$ cat config.mk
export PLATFORM = sky130hd
export DESIGN_NAME = alu4_cmd_sequencer_flat
export DESIGN_NICKNAME = d
export VERILOG_FILES = /design/src/rtl/alu4_cmd_sequencer_if.sv /design/src/rtl/alu4_cmd_sequencer.sv /design/src/flat_wrapper.sv
export SDC_FILE = /design/constraint.sdc
export NUM_CORES = 1
export LEC_CHECK = 0
export ABC_AREA = 1
export CORE_MARGIN = 3
export CORE_UTILIZATION = 55
export CTS_CLUSTER_SIZE = 10
export DETAILED_ROUTE_END_ITERATION = 16
export HOLD_SLACK_MARGIN = 0.06
export PLACE_DENSITY = 0.86
export SYNTH_ARGS = -nofsm -noshare
export SYNTH_HDL_FRONTEND = slang
export SYNTH_SLANG_ARGS = --single-unit
$ cat constraint.sdc
create_clock -name clk -period 2.3 [get_ports clk]
set_input_delay 0.23 -clock clk [delete_from_list [all_inputs] [get_ports clk]]
set_output_delay 0.23 -clock clk [all_outputs]
set_load 0.005 [all_outputs]
$ cat src/rtl/alu4_cmd_sequencer_if.sv
// ---------------------------------------------------------------------------
// alu4_cmd_sequencer_if
// Command and result channels of the 4-bit unit command sequencer.
// The master issues commands and consumes results; the slave (the sequencer)
// accepts commands and produces results.
// ---------------------------------------------------------------------------
interface alu4_cmd_sequencer_if #(
    parameter int W     = 4,
    parameter int CYC_W = 4
);
    // Command channel: valid/ready handshake carrying one operation.
    logic             cmd_valid;
    logic             cmd_ready;
    logic [W-1:0]     cmd_a;
    logic [W-1:0]     cmd_b;
    logic [1:0]       cmd_modo;
    logic             cmd_rci;
    logic [CYC_W-1:0] cmd_cyc;

    // Result channel: one-cycle valid pulse, data held until the next capture.
    logic [W-1:0]     res_q;
    logic             res_rco;
    logic             res_valid;

    modport master (
        output cmd_valid, cmd_a, cmd_b, cmd_modo, cmd_rci, cmd_cyc,
        input  cmd_ready, res_q, res_rco, res_valid
    );

    modport slave (
        input  cmd_valid, cmd_a, cmd_b, cmd_modo, cmd_rci, cmd_cyc,
        output cmd_ready, res_q, res_rco, res_valid
    );
endinterface

$ cat src/rtl/alu4_cmd_sequencer.sv
// ---------------------------------------------------------------------------
// alu4_cmd_sequencer
// Upstream command stage for the 4-bit add/subtract/hold/clear unit.
// Commands are buffered in a small FIFO, then replayed to the unit: operands
// and mode are registered onto A/B/MODO/RCI, ENB is held high for the
// programmed number of clocks, and the unit's Q/RCO are captured as a result
// with a one-cycle RES_VALID pulse.
//
// Optional feature: define SEQ_OVF_CNT_EN to add the OVF_CNT port, a
// saturating count of captures whose RCO was 1.
//
// Reset is synchronous and active-low (reset_l).
// ---------------------------------------------------------------------------
module alu4_cmd_sequencer #(
    parameter int W     = 4,   // operand/result width of the unit
    parameter int DEPTH = 4,   // command FIFO entries, power of 2, >= 2
    parameter int CYC_W = 4    // width of the per-command ENB-cycle count
) (
    input  logic                 clk,
    input  logic                 reset_l,
    alu4_cmd_sequencer_if.slave  cmd_if,
    // Drive side of the 4-bit unit
    output logic [W-1:0]         a,
    output logic [W-1:0]         b,
    output logic [1:0]           modo,
    output logic                 enb,
    output logic                 rci,
    // Return side of the 4-bit unit
    input  logic [W-1:0]         q,
    input  logic                 rco,
    // Status
    output logic                 busy
`ifdef SEQ_OVF_CNT_EN
    ,
    output logic [7:0]           ovf_cnt
`endif
);

    localparam int PTR_W = (DEPTH > 1) ? $clog2(DEPTH) : 1;
    localparam int CNT_W = $clog2(DEPTH + 1);

    localparam logic [1:0] MODO_HOLD = 2'b00;

    typedef struct packed {
        logic [W-1:0]     a;
        logic [W-1:0]     b;
        logic [1:0]       modo;
        logic             rci;
        logic [CYC_W-1:0] cyc;
    } cmd_t;

    typedef enum logic [1:0] {
        S_IDLE,
        S_ISSUE,
        S_CAPTURE
    } state_t;

    // -----------------------------------------------------------------------
    // Command FIFO
    // -----------------------------------------------------------------------
    cmd_t             mem [DEPTH];
    logic [PTR_W-1:0] wr_ptr;
    logic [PTR_W-1:0] rd_ptr;
    logic [CNT_W-1:0] count;
    logic             full;
    logic             empty;
    logic             push;
    logic             pop;
    cmd_t             wr_entry;
    cmd_t             head;

    state_t           state;
    logic [CYC_W-1:0] cnt;

    assign full  = (count == CNT_W'(DEPTH));
    assign empty = (count == '0);

    // Ready is suppressed during reset so nothing is accepted on the flush edge.
    assign cmd_if.cmd_ready = reset_l & ~full;

    // Push is judged on the pre-edge fill level: a pop on the same edge does
    // not make room for a push into a full FIFO.
    assign push = cmd_if.cmd_valid & cmd_if.cmd_ready;

    // The sequencer pops only from IDLE; an entry written at an edge is seen
    // here from the following cycle, so there is no write-to-pop bypass.
    assign pop  = (state == S_IDLE) & ~empty;

    assign wr_entry = '{
        a:    cmd_if.cmd_a,
        b:    cmd_if.cmd_b,
        modo: cmd_if.cmd_modo,
        rci:  cmd_if.cmd_rci,
        cyc:  cmd_if.cmd_cyc
    };

    assign head = mem[rd_ptr];

    // Write the FIFO storage on an accepted command.
    // NOTE: the storage array has no reset; count and pointers decide which
    // entries are live, so stale contents are never read and the array can
    // map onto plain RAM cells without a reset network.
    always_ff @(posedge clk) begin
        if (push) begin
            mem[wr_ptr] <= wr_entry;
        end
    end

    // Track pointers and fill level; reset flushes the FIFO.
    always_ff @(posedge clk) begin
        if (!reset_l) begin
            wr_ptr <= '0;
            rd_ptr <= '0;
            count  <= '0;
        end else begin
            if (push) begin
                wr_ptr <= wr_ptr + PTR_W'(1);
            end
            if (pop) begin
                rd_ptr <= rd_ptr + PTR_W'(1);
            end
            unique case ({push, pop})
                2'b10:   count <= count + CNT_W'(1);
                2'b01:   count <= count - CNT_W'(1);
                default: count <= count;
            endcase
        end
    end

    // -----------------------------------------------------------------------
    // Issue FSM: IDLE -> ISSUE -> CAPTURE -> IDLE, all outputs registered.
    // -----------------------------------------------------------------------
    // Sequence one command: load the unit, hold ENB, then capture Q/RCO.
    // NOTE: all sequential state is assigned with <= so every register in
    // this block sees pre-edge values, independent of statement order.
    always_ff @(posedge clk) begin
        if (!reset_l) begin
            state            <= S_IDLE;
            cnt              <= '0;
            a                <= '0;
            b                <= '0;
            modo             <= MODO_HOLD;
            enb              <= 1'b0;
            rci              <= 1'b0;
            busy             <= 1'b0;
            cmd_if.res_q     <= '0;
            cmd_if.res_rco   <= 1'b0;
            cmd_if.res_valid <= 1'b0;
        end else begin
            // The result pulse lasts exactly one cycle.
            cmd_if.res_valid <= 1'b0;

            unique case (state)
                S_IDLE: begin
                    if (pop) begin
                        a     <= head.a;
                        b     <= head.b;
                        modo  <= head.modo;
                        rci   <= head.rci;
                        enb   <= 1'b1;
                        busy  <= 1'b1;
                        // A programmed count of 0 runs the unit for one clock.
                        cnt   <= (head.cyc == '0) ? '0 : head.cyc - CYC_W'(1);
                        state <= S_ISSUE;
                    end
                end

                S_ISSUE: begin
                    // A/B/MODO/RCI stay put for the whole command; the unit
                    // updates Q on every edge of this state.
                    if (cnt == '0) begin
                        enb   <= 1'b0;
                        modo  <= MODO_HOLD;
                        state <= S_CAPTURE;
                    end else begin
                        cnt <= cnt - CYC_W'(1);
                    end
                end

                S_CAPTURE: begin
                    // Unit is disabled and in hold, so Q/RCO are stable here.
                    cmd_if.res_q     <= q;
                    cmd_if.res_rco   <= rco;
                    cmd_if.res_valid <= 1'b1;
                    busy             <= 1'b0;
                    state            <= S_IDLE;
                end

                default: begin
                    enb   <= 1'b0;
                    modo  <= MODO_HOLD;
                    busy  <= 1'b0;
                    state <= S_IDLE;
                end
            endcase
        end
    end

    // -----------------------------------------------------------------------
    // Optional carry/borrow-out event counter
    // -----------------------------------------------------------------------
`ifdef SEQ_OVF_CNT_EN
    // Count captures that return RCO=1, saturating at 8'hFF.
    always_ff @(posedge clk) begin
        if (!reset_l) begin
            ovf_cnt <= '0;
        end else if ((state == S_CAPTURE) && rco && (ovf_cnt != 8'hFF)) begin
            ovf_cnt <= ovf_cnt + 8'd1;
        end
    end
`else
    // Without SEQ_OVF_CNT_EN there is no counter and no OVF_CNT port.
`endif

endmodule

$ cat src/flat_wrapper.sv
// flat-port wrapper written by rule: the top's interface ports become plain ports
module alu4_cmd_sequencer_flat 
#(
    parameter int W     = 4,                                      
    parameter int DEPTH = 4,                                            
    parameter int CYC_W = 4                                               
)
  (clk, reset_l, a, b, modo, enb, rci, q, rco, busy, cmd_if_cmd_valid, cmd_if_cmd_a, cmd_if_cmd_b, cmd_if_cmd_modo, cmd_if_cmd_rci, cmd_if_cmd_cyc, cmd_if_cmd_ready, cmd_if_res_q, cmd_if_res_rco, cmd_if_res_valid);
  alu4_cmd_sequencer_if #(.W(W), .CYC_W(CYC_W)) cmd_if_i ();
  input  logic clk;
  input  logic reset_l;
  output logic [W-1:0] a;
  output logic [W-1:0] b;
  output logic [1:0] modo;
  output logic enb;
  output logic rci;
  input  logic [W-1:0] q;
  input  logic rco;
  output logic busy;
  input wire logic [$bits(cmd_if_i.cmd_valid)-1:0] cmd_if_cmd_valid;
  input wire logic [$bits(cmd_if_i.cmd_a)-1:0] cmd_if_cmd_a;
  input wire logic [$bits(cmd_if_i.cmd_b)-1:0] cmd_if_cmd_b;
  input wire logic [$bits(cmd_if_i.cmd_modo)-1:0] cmd_if_cmd_modo;
  input wire logic [$bits(cmd_if_i.cmd_rci)-1:0] cmd_if_cmd_rci;
  input wire logic [$bits(cmd_if_i.cmd_cyc)-1:0] cmd_if_cmd_cyc;
  output wire logic [$bits(cmd_if_i.cmd_ready)-1:0] cmd_if_cmd_ready;
  output wire logic [$bits(cmd_if_i.res_q)-1:0] cmd_if_res_q;
  output wire logic [$bits(cmd_if_i.res_rco)-1:0] cmd_if_res_rco;
  output wire logic [$bits(cmd_if_i.res_valid)-1:0] cmd_if_res_valid;
  assign cmd_if_i.cmd_valid = cmd_if_cmd_valid;
  assign cmd_if_i.cmd_a = cmd_if_cmd_a;
  assign cmd_if_i.cmd_b = cmd_if_cmd_b;
  assign cmd_if_i.cmd_modo = cmd_if_cmd_modo;
  assign cmd_if_i.cmd_rci = cmd_if_cmd_rci;
  assign cmd_if_i.cmd_cyc = cmd_if_cmd_cyc;
  assign cmd_if_cmd_ready = cmd_if_i.cmd_ready;
  assign cmd_if_res_q = cmd_if_i.res_q;
  assign cmd_if_res_rco = cmd_if_i.res_rco;
  assign cmd_if_res_valid = cmd_if_i.res_valid;
  alu4_cmd_sequencer #(.W(W), .DEPTH(DEPTH), .CYC_W(CYC_W)) u_core (.clk(clk), .reset_l(reset_l), .cmd_if(cmd_if_i), .a(a), .b(b), .modo(modo), .enb(enb), .rci(rci), .q(q), .rco(rco), .busy(busy));
endmodule
After elaboration in Yosys (flattened, before gate mapping). Memories as Yosys holds them, arrays and structs flattened. A register that Yosys moved wholly into a read port is not among the register bits. Cells that the tools add are included.

Bits in registers: 32. Memory bits (writable): 60. Output and inout port bits: 20. Logic and storage cells: 67. Memories kept: 1.

Add/sub/neg operators: 6. Equal/unequal tests: 8. Muxes and demuxes: 20. Bitwise logic cells: 7. Reductions and logical operators: 11.

Memory list: u_core.mem (depth 4, bits a word 15, read ports 1, clocked after Yosys merged registers in 1, wr ports 1, line alu4_cmd_sequencer.sv:61) `cmd_t mem [DEPTH];`.

Operators with widths (number): two-way mux 2 bit (6); two-way mux 4 bit (3); logical NOT 4 bit (2); one-hot mux 4 bit (2 select lines) (1); subtractor 4 x 1 -> 4 bit (second input constant) (2); one-hot mux 2 bit (3 select lines) (1); one-hot mux 3 bit (2 select lines) (1); AND reduction 2 bit (3); AND reduction 3 bit (2); two-way mux 1 bit (5); adder 2 x 1 -> 2 bit (second input constant) (2); == test 2 x 1 -> 1 bit (second input constant) (2); == test 2 bit (second input constant) (2); inequality test 2 x 1 -> 1 bit (second input constant) (2); NOT 1 bit (4); one-hot mux 2 bit (2 select lines) (1); nonzero test 2 bit (2); adder 3 x 1 -> 3 bit (second input constant) (1); bitwise AND 1 bit (3); == test 3 bit (second input constant) (1); logical NOT 3 bit (1); one-hot mux 1 bit (3 select lines) (1); subtractor 3 x 1 -> 3 bit (second input constant) (1); logical NOT 2 bit (1); other kinds (2) (2).

Longest topological paths before layout. Gate-level depths: netlist (run 1).

Depth in word-level cells: 6. Depth in mapped cells: 12.

Least setup slack after synthesis (run 1). Ideal clock, no wire load.

Kind: register -> register. From: register u_core.state[1]. To: register u_core.count[2]. Library setup time: 0.122 ns. Arrival: 1.778 ns. Data required time: 2.178 ns. Path slack: 0.400 ns. Cell stages (with the launch flop): 12. Cell sequence: dfxtp_1 -> nor2_1 -> nand2_1 -> inv_2 -> buf_2 -> ha_1 -> inv_1 -> fa_1 -> a21oi_1 -> o21ai_0 -> o21ai_0 -> a21oi_1.

Cells in the longest elaborated chain, start to end: 4.

RTL lines: start, declared (line alu4_cmd_sequencer.sv:72) `state_t state;`; start signal, assigned (line alu4_cmd_sequencer.sv:138) `state <= S_IDLE;`; start signal, assigned (line alu4_cmd_sequencer.sv:164) `state <= S_ISSUE;`; start signal, assigned (line alu4_cmd_sequencer.sv:174) `state <= S_CAPTURE;`; logical NOT 2 bit (*) (line alu4_cmd_sequencer.sv:87) `assign pop = (state == S_IDLE) & ~empty;`; bitwise AND 1 bit (*) (line alu4_cmd_sequencer.sv:87); net u_core.pop (line alu4_cmd_sequencer.sv:68) `logic pop;`; == test 2 x 1 -> 1 bit or == test 2 bit (tied branches) (line alu4_cmd_sequencer.sv:122) `unique case ({push, pop})`; one-hot mux 3 bit (2 select lines) or nonzero test 2 bit (tied branches); end signal, assigned (line alu4_cmd_sequencer.sv:123) `2'b10: count <= count + CNT_W'(1);`; end signal, assigned (line alu4_cmd_sequencer.sv:124) `2'b01: count <= count - CNT_W'(1);`; end signal, assigned (line alu4_cmd_sequencer.sv:125) `default: count <= count;`; end, declared (line alu4_cmd_sequencer.sv:64) `logic [CNT_W-1:0] count;`.

The timed path passes the listed nets; every way through them passes the cells marked *. A chain may end at the register's enable or synchronous reset.

Worst setup path after layout (run 1).
From: register u_core.count[1]. To: register u_core.count[2].

Cells in the longest elaborated chain, start to end: 6.

RTL lines: == test 3 bit (line alu4_cmd_sequencer.sv:75) `assign full = (count == CNT_W'(DEPTH));`; NOT 1 bit (line alu4_cmd_sequencer.sv:79) `assign cmd_if.cmd_ready = reset_l & ~full;`; bitwise AND 1 bit (line alu4_cmd_sequencer.sv:79); bitwise AND 1 bit (line alu4_cmd_sequencer.sv:83) `assign push = cmd_if.cmd_valid & cmd_if.cmd_ready;`; == test 2 x 1 -> 1 bit or == test 2 bit (tied branches) (line alu4_cmd_sequencer.sv:122); one-hot mux 3 bit (2 select lines) or nonzero test 2 bit (tied branches).

Parallel ways exist; a longest one is shown, timed or not.

==> impl_metrics.toml, run 1 <==
[global_route]
grt_max_degree = 32
busiest_layer = "met2"
antenna_found_initial = 0
grt_pass1_wl_um = 12220
grt_overflow = 0
met3_usage_pct = 3.445
grt_usage_pct = 20.96
met1_usage_pct = 26.32
grt_pass1_vias = 2670
grtUsageMet2_pct = 35.42

[logic_synthesis]
syn-num-nets = 392
synth-warning-count = 0
syn-instance-count = 362
yosysSeqAreaShare_pct = 66.18
synth-seq-cells = 94
syn_area_um2 = 3751
ys_types = 25
syn_area_per_cell_um2 = 10.36

[clock_tree]
cts.sinks = 94
cts_buffers = 9
cts-htree-levels = 3
clkLatencyLatePin_ns = 0.36
post-cts-setup-buffers = 0
ctsResizeCount = 0
clock_tree.root_cell = "clkbuf_8"
clock_path_buffers = 2
cts_tree = "done"
hold_buffers = 0
clk_pin_slew_ns = 0.09

[sta]
finalCritPeriodShare_pct = 87.32
worst_clock_skew_ns = 0.009044
min_period_ns = 2.008
setup_viol = 0
slew_headroom_pct = 67.48
slew_viol_final = 0
tns_ns = 0
worst_pin_slew_ns = 0.4871
hold_violations = 0
fmax_mhz = 497.9
rsz0062_at_grt = "false"

[critical_path]
cp.buffers_inverters = 3
cpPeakStageDelay_ns = 0.38
worstReg2RegStart = "u_core.count[1]"
reg2reg_to = "u_core.count[2]"
arrival_ns = 2.26
path_cells = "inv_1 -> nand3_1 -> nand2_1 -> inv_2 -> ha_1 -> inv_1 -> fa_1 -> a21oi_1 -> o21ai_0 -> o21ai_0 -> a21oi_1"
reg2reg_setup_slack_ns = 0.29
worstPathRequired_ns = 2.55
reg2reg_depth = 11
crit_slowest_cell = "fa_1"
cpLargestDelayFamily = "adder cells"
crit_type = "reg2reg"
crit_path_start_kind = "flip-flop"
cp-end-kind = "flip-flop"
path_max_fanout = 13

[run]
cap_violations = 0

[finish]
synthToLayoutAreaGrowth_pct = 18.48
fill_cells = 486
fin_nets = 442
drive_above_1_share_pct = 9.113
diodes = 0
fin_cells = 494
stdcell_area_um2 = 4444

[floorplan]
fp-row-count = 29
core_um2 = 6495
die_area_um2 = 7847
pin_count = 43
dieWidth_um = 88.59
die_h_um = 88.59
initial_core_util_pct = 57.75

[placement]
dp_hpwl_um = 4942
io_buffers = 42
dp_cells = 478
placed_area_um2 = 4272
gp_congestion = 0.8006

[drt]
drtIter0Drc = 190
ant_nets = 0
wl_per_cell_um = 15.03
routed_wl_um = 7424
viasPerCell = 5.457
vias = 2696
drc_errors = 0
drtPass1Iterations = 4

[status]
status = "finished clean"

[power]
ir_drop_v = 0.0004972
p_per_area_nw_per_um2 = 1173
p_total_uw = 5215
p_leak_uw = 0.001686

[hold_path]
min-delay-start = "u_core.rd_ptr[1]"
min_path_cells = 1
hp-class = "reg2reg"
synthesized netlist by cell type (all sizes together):
cell / count / area, um^2
nand3: 15 / 80.08
a21oi: 15 / 75.07
inv: 30 / 112.6
o21ai: 49 / 245.2
nor2: 69 / 269.0
edfxtp: 60 / 1802
dfxtp: 34 / 680.7
buf: 9 / 56.30
ha: 6 / 75.07
nand2: 53 / 209.0
nand4: 3 / 18.77
fa: 1 / 20.02
o22ai: 11 / 68.82
nor3: 1 / 5.000
a31oi: 2 / 18.77
clkbuf: 4 / 15.01
worst max-delay path by stage:
| stage | from | end | slack, ns | cells past startpoint |
|---|---|---|---|---|
| detailed placement | reset_l | u_core.count[2] | 0.26 | 11 |
| global placement | reset_l | u_core.count[2] | 0.30 | 11 |
| global route | u_core.count[1] | u_core.count[2] | 0.1 | 11 |
| CTS | u_core.count[1] | u_core.count[2] | 0.32 | 11 |
| floorplan | u_core.state[1] | u_core.count[2] | 0.40 | 11 |
| finish | u_core.count[1] | u_core.count[2] | 0.29 | 11 |
final cells by class:
type	instances	area, um^2	share of cell area, %
clock buffer	9	123.9	2.787
tap	77	96.34	2.168
timing repair buffer	52	495.5	11.15
multi-input combinational	225	1085	24.41
clock inverter	7	48.80	1.098
sequential	94	2482	55.86
inverter	30	112.6	2.534
registers in the layout (all words and copies together), names as in the netlist, named ones only:
register,count
u_core.mem,60
u_core.a,4
u_core.b,4
u_core.cmd_if.res_q,4
u_core.cnt,4
u_core.count,3
u_core.modo,2
u_core.rd_ptr,2
u_core.state,2
u_core.wr_ptr,2
u_core.busy,1
u_core.cmd_if.res_rco,1
u_core.cmd_if.res_valid,1
u_core.enb,1
u_core.rci,1
stage by stage:
stage | utilization (%) | setup WS (ns) | hold slack [ns]
after floorplan | - | 0.4001 | 0.3289
after global placement | 65.77 | 0.2961 | 0.4289
after detailed placement | 65.77 | 0.2602 | 0.4306
after CTS | 68.43 | 0.3187 | 0.4430
after global routing | 68.43 | 0.09840 | 0.4597
final | 68.43 | 0.2917 | 0.4485
cell families after synthesis:
family	count (synthesis)	synth area share [%]
DFF	94	66.18
buffers and inverters	43	4.903
adders and majority gates	7	2.535
and+or+nand+nor	141	15.51
AOI/OAI and AO/OA	77	10.87
cell usage in the layout, fill, tap and decap left out, drive strengths merged:
cell type / count
a21oi: 15
a31oi: 2
buf: 10
clkbuf: 9
clkdlybuf4s50: 42
clkinv: 5
dfxtp: 34
edfxtp: 60
fa: 1
ha: 6
inv: 32
nand2: 53
nand3: 15
nand4: 3
nor2: 69
nor3: 1
o21ai: 49
o22ai: 11
per-layer routing:
| metal | routed length, um | vias up |
|---|---|---|
| met5 | 0 | - |
| met4 | 155 | 0 |
| met3 | 390 | 13 |
| met2 | 3595 | 97 |
| met1 | 3282 | 1253 |
| li1 | - | 1333 |
power breakdown:
part / internal (uW) / switching [uW] / leakage (uW)
clock network: 397 / 572 / 0.0000882
registers: 2080 / 151 / 0.000824
logic: 788 / 1230 / 0.000773
Power figures use the tool's default switching activity.
==> run 2, diff against run 1 <==
Settings changed: TNS_END_PERCENT set to 50.
Clock period 2.3 ns to 1.9 ns, I/O delays scaled along.
==> run 2 against run 1 <==
Sequential power up 20%. Utilization up 2.0 points. Clock power up 49%. Sequential share of layout area down 1.6 points. Total power up 28%. Non-clock buffer count up 6. Clock skew up 0.0028 ns. Cell count up 1.2%. Routed wire length down 1.4%. Design area up 3.0%. Highest routed layer unchanged.
==> impl_metrics.toml, run 2 (same netlist as run 1, synthesis figures left out) <==
[critical_path]
cpPeakStageDelay_ns = 0.49
crit_path_start_kind = "flip-flop"
path_cells = "inv_2 -> a31oi_2 -> buf_4 -> clkdlybuf4s50_1"
worstPathRequired_ns = 1.71
crit_type = "reg2out"
crit_slowest_cell = "clkdlybuf4s50_1"
path_max_fanout = 4
arrival_ns = 1.62
cpLargestDelayFamily = "buffers and inverters"
cp.buffers_inverters = 3
cp-end-kind = "output pin"

[placement]
dp_cells = 484
io_buffers = 42
gp_congestion = 0.7885
place_ws_ns = -0.1009
dp_hpwl_um = 4839

[global_route]
grt_max_degree = 32
grt_pass1_wl_um = 11990
grt_pass1_vias = 2573
grt_usage_pct = 20.40
grt_overflow = 0
antenna_found_initial = 0

[sta]
worst_pin_slew_ns = 0.5103
finalCritPeriodShare_pct = 95.43
fmax_mhz = 551.5
rsz0062_at_grt = "false"
worst_clock_skew_ns = 0.01185
hold_violations = 0
min_period_ns = 1.813
slew_headroom_pct = 65.93
slew_viol_final = 0
setup_viol = 0
setup_slack_ns = 0.08687

[status]
status = "finished clean"

[floorplan]
die_area_um2 = 7847
die_h_um = 88.59
initial_core_util_pct = 57.75
core_um2 = 6495
dieWidth_um = 88.59
pin_count = 43
fp-row-count = 29

[clock_tree]
cts-htree-levels = 3
cts_buffers = 9
clock_path_buffers = 2
clock_tree.root_cell = "clkbuf_8"
clkLatencyLatePin_ns = 0.36
post-cts-setup-buffers = 0
cts.sinks = 94
clk_pin_slew_ns = 0.09
hold_buffers = 0
cts_tree = "done"

[finish]
largest_reg_flops = 60
max_flop_register = "u_core.mem"
layout_common_cells = "66 x nor2_1, 60 x edfxtp_1, 49 x nand2_1"
fin_cells = 500
fin_nets = 448
final_common_cell = "nor2_1"
fill_cells = 463
drive_above_1_share_pct = 11.35
diodes = 0
synthToLayoutAreaGrowth_pct = 22.01

[power]
p_per_area_nw_per_um2 = 1460
ir_drop_v = 0.0007511
p_leak_uw = 0.001739

[drt]
ant_nets = 0
drtPass1Iterations = 4
drc_errors = 0
routed_wl_um = 7317
viasPerCell = 5.396
vias = 2698
wl_per_cell_um = 14.63
drtIter0Drc = 144

[hold_path]
hp-class = "in2reg"

[run]
cap_violations = 0
run 2: worst paths after layout:
path	cells past startpoint	to	slack (ns)	from
hold / removal	3	u_core.cmd_if.res_q[3]	0.42	q[3]
setup / recovery	4	cmd_if_cmd_ready	0.09	u_core.count[1]
hold reg to reg	1	flip-flop	0.46	u_core.rd_ptr[1]
setup reg to reg	11	u_core.count[2]	0.17	u_core.count[1]
run 2: layout make-up:
| cell class | count | area (um^2) | area share, % |
|---|---|---|---|
| Sequential cell | 94 | 2482 | 54.24 |
| Multi-Input combinational cell | 225 | 1087 | 23.76 |
| Timing Repair Buffer | 58 | 578.1 | 12.63 |
| Clock buffer | 10 | 127.6 | 2.788 |
| Inverter | 30 | 112.6 | 2.460 |
| Tap cell | 77 | 96.34 | 2.105 |
| Clock inverter | 6 | 92.59 | 2.023 |
run 2: metrics by stage:
| step | setup TNS (ns) | total power [uW] | area (um^2) | hold WS, ns | util (%) |
|---|---|---|---|---|---|
| after floorplan | 0 | 4345 | 3751 | 0.2889 | - |
| after global placement | -0.05073 | 5136 | 4354 | 0.4211 | 67.04 |
| after detailed placement | -0.1907 | 5251 | 4354 | 0.4289 | 67.04 |
| after CTS | 0 | 6716 | 4574 | 0.4049 | 70.43 |
| after global routing | 0 | 7191 | 4577 | 0.4128 | 70.47 |
| final | 0 | 6684 | 4577 | 0.4238 | 70.47 |
run 2: metal layers:
metal / vias to the layer above / part of all wire (%) / track usage, %
li1: 1349 / - / -
met5: - / 0 / 0
met2: 64 / 50 / 33.45
met4: 0 / 1.2 / 7.418
met3: 6 / 4.6 / 4.097
met1: 1279 / 44 / 27.15
run 2: report_power, final:
part	leakage, uW	switching, uW	internal, uW	total [uW]
clock network	0.000104	688	751	1440
registers	0.000824	170	2510	2680
logic	0.000812	1520	1050	2560
run 2: timing repair:
| action | in CTS | in global routing |
|---|---|---|
| endpoints found under the hold margin | 0 | 0 |
| setup endpoints to repair | 0 | 2 |
| gates resized for setup | 0 | 4 |
run 2: worst min-delay path: stages:
cell and delay [ns]:
clkdlybuf4s50_1 0.41, nor2_1 0.10, nor2_1 0.05
==> run 3, diff against run 2 <==
Settings changed: PLACE_DENSITY 0.86 to 0.87.
==> run 3 against run 2 <==
Clock skew down 0.0018 ns. Register-to-register slack better by 0.03 ns. Largest cell class unchanged. Cell count up 0.20%. Die area unchanged. Highest routed layer unchanged. Sequential share of layout area up 0.31 points.
==> impl_metrics.toml, run 3 (same netlist as run 1, synthesis figures left out) <==
[sta]
rsz0062_at_grt = "false"
setup_viol = 0
tns_ns = 0
slew_viol_final = 0
worst_clock_skew_ns = 0.01005
slew_headroom_pct = 65.36
fin_hold_ws_ns = 0.4085
min_period_ns = 1.793
worst_pin_slew_ns = 0.5188
finalCritPeriodShare_pct = 94.39
fmax_mhz = 557.6
hold_violations = 0

[finish]
fin_cells = 501
final_util_pct = 70.10
seq_area_um2 = 2484
synthToLayoutAreaGrowth_pct = 21.38
layout_common_cells = "66 x nor2_1, 60 x edfxtp_1, 49 x nand2_1"
multi_input_comb_area_um2 = 1090
diodes = 0
largest_reg_flops = 60
fill_cells = 481
drive_above_1_share_pct = 11.56
max_flop_register = "u_core.mem"
final_common_cell = "nor2_1"
fin_nets = 450

[clock_tree]
clk_pin_slew_ns = 0.08
cts-htree-levels = 3
clock_tree.root_cell = "clkbuf_8"
clkLatencyLatePin_ns = 0.37
post-cts-setup-buffers = 0
cts_tree = "done"
clock_path_buffers = 2
cts.sinks = 94
cts_buffers = 9

[power]
ir_drop_v = 0.0005801
p_per_area_nw_per_um2 = 1468
p_leak_uw = 0.001739

[drt]
drc_errors = 0
drtPass1Iterations = 4
ant_nets = 0
routed_wl_um = 7980
wl_per_cell_um = 15.93
viasPerCell = 5.563
drtIter0Drc = 221
vias = 2787

[critical_path]
arrival_ns = 1.60
worstPathRequired_ns = 1.71
crit_type = "reg2out"
cp-end-kind = "output pin"
path_max_fanout = 4
crit_path_start_kind = "flip-flop"

[floorplan]
pin_count = 43
die_h_um = 88.59
dieWidth_um = 88.59
initial_core_util_pct = 57.75
core_um2 = 6495
fp-row-count = 29
die_area_um2 = 7847

[global_route]
grt_pass1_wl_um = 12780
antenna_found_initial = 0
grt_max_degree = 32
grt_usage_pct = 22.00
grt_overflow = 0
met1_usage_pct = 24.26
met3_usage_pct = 4.283
busiest_layer = "met2"
grt_pass1_vias = 2731
grtUsageMet2_pct = 39.36

[hold_path]
hp-class = "in2reg"

[status]
status = "finished clean"

[placement]
io_buffers = 42
dp_cells = 486
gp_congestion = 0.7753
dp_hpwl_um = 5367

[run]
cap_violations = 0
-- run 3: cell count changes in the layout (fill, tap and decap cells not counted), sizes merged --
cell / delta
buf: +2
inv: -2
clkinv: +2
clkinvlp: -1
-- run 3: layout make-up --
type                       count  share of cell area (%)
inverter                      30                   2.473
tap                           77                   2.116
timing repair buffer          60                   12.48
clock buffer                  10                   2.803
clock inverter                 5                   1.649
sequential                    94                   54.55
multi-input combinational    225                   23.94
-- run 3: layer usage --
layer | vias up | wire (um)
met5 | - | 0
met4 | 0 | 136
met3 | 14 | 521
met2 | 87 | 4202
met1 | 1337 | 3120
li1 | 1349 | -
-- run 3: path summary, 6_finish.rpt --
kind	end	start	slack [ns]	depth (start not counted)
max	cmd_if_cmd_ready	u_core.count[1]	0.11	4
min	u_core.cmd_if.res_q[2]	q[2]	0.41	3
max reg2reg	u_core.count[2]	u_core.count[2]	0.20	11
min reg2reg	flip-flop	u_core.rd_ptr[1]	0.44	1
-- run 3: critical path: stages, from the launching register on --
cell and delay [ns]:
dfxtp_2 0.35, inv_2 0.06, a31oi_2 0.20, buf_4 0.14, clkdlybuf4s50_1 0.50
-- run 3: per-stage QoR --
step | total power, uW | cell area, um^2 | setup slack, ns
2_1_floorplan | 4345 | 3751 | 0.0001343
3_5_place_dp | 5297 | 4344 | -0.1016
6_report | 6684 | 4553 | 0.1065
5_1_grt | 7154 | 4553 | 0.01939
3_3_place_gp | 5157 | 4344 | -0.04935
4_1_cts | 6675 | 4547 | 0.03041
-- run 3: power breakdown --
part	leakage (uW)	switching, uW	internal (uW)
Sequential	0.000825	175	2510
Clock	0.0000974	655	725
Combinational	0.000817	1570	1050
-- run 3: what timing repair did --
item / in CTS / in global routing
endpoints found under the setup margin: 0 / 2
hold buffers: 0 / 0
resized for setup: 0 / 6
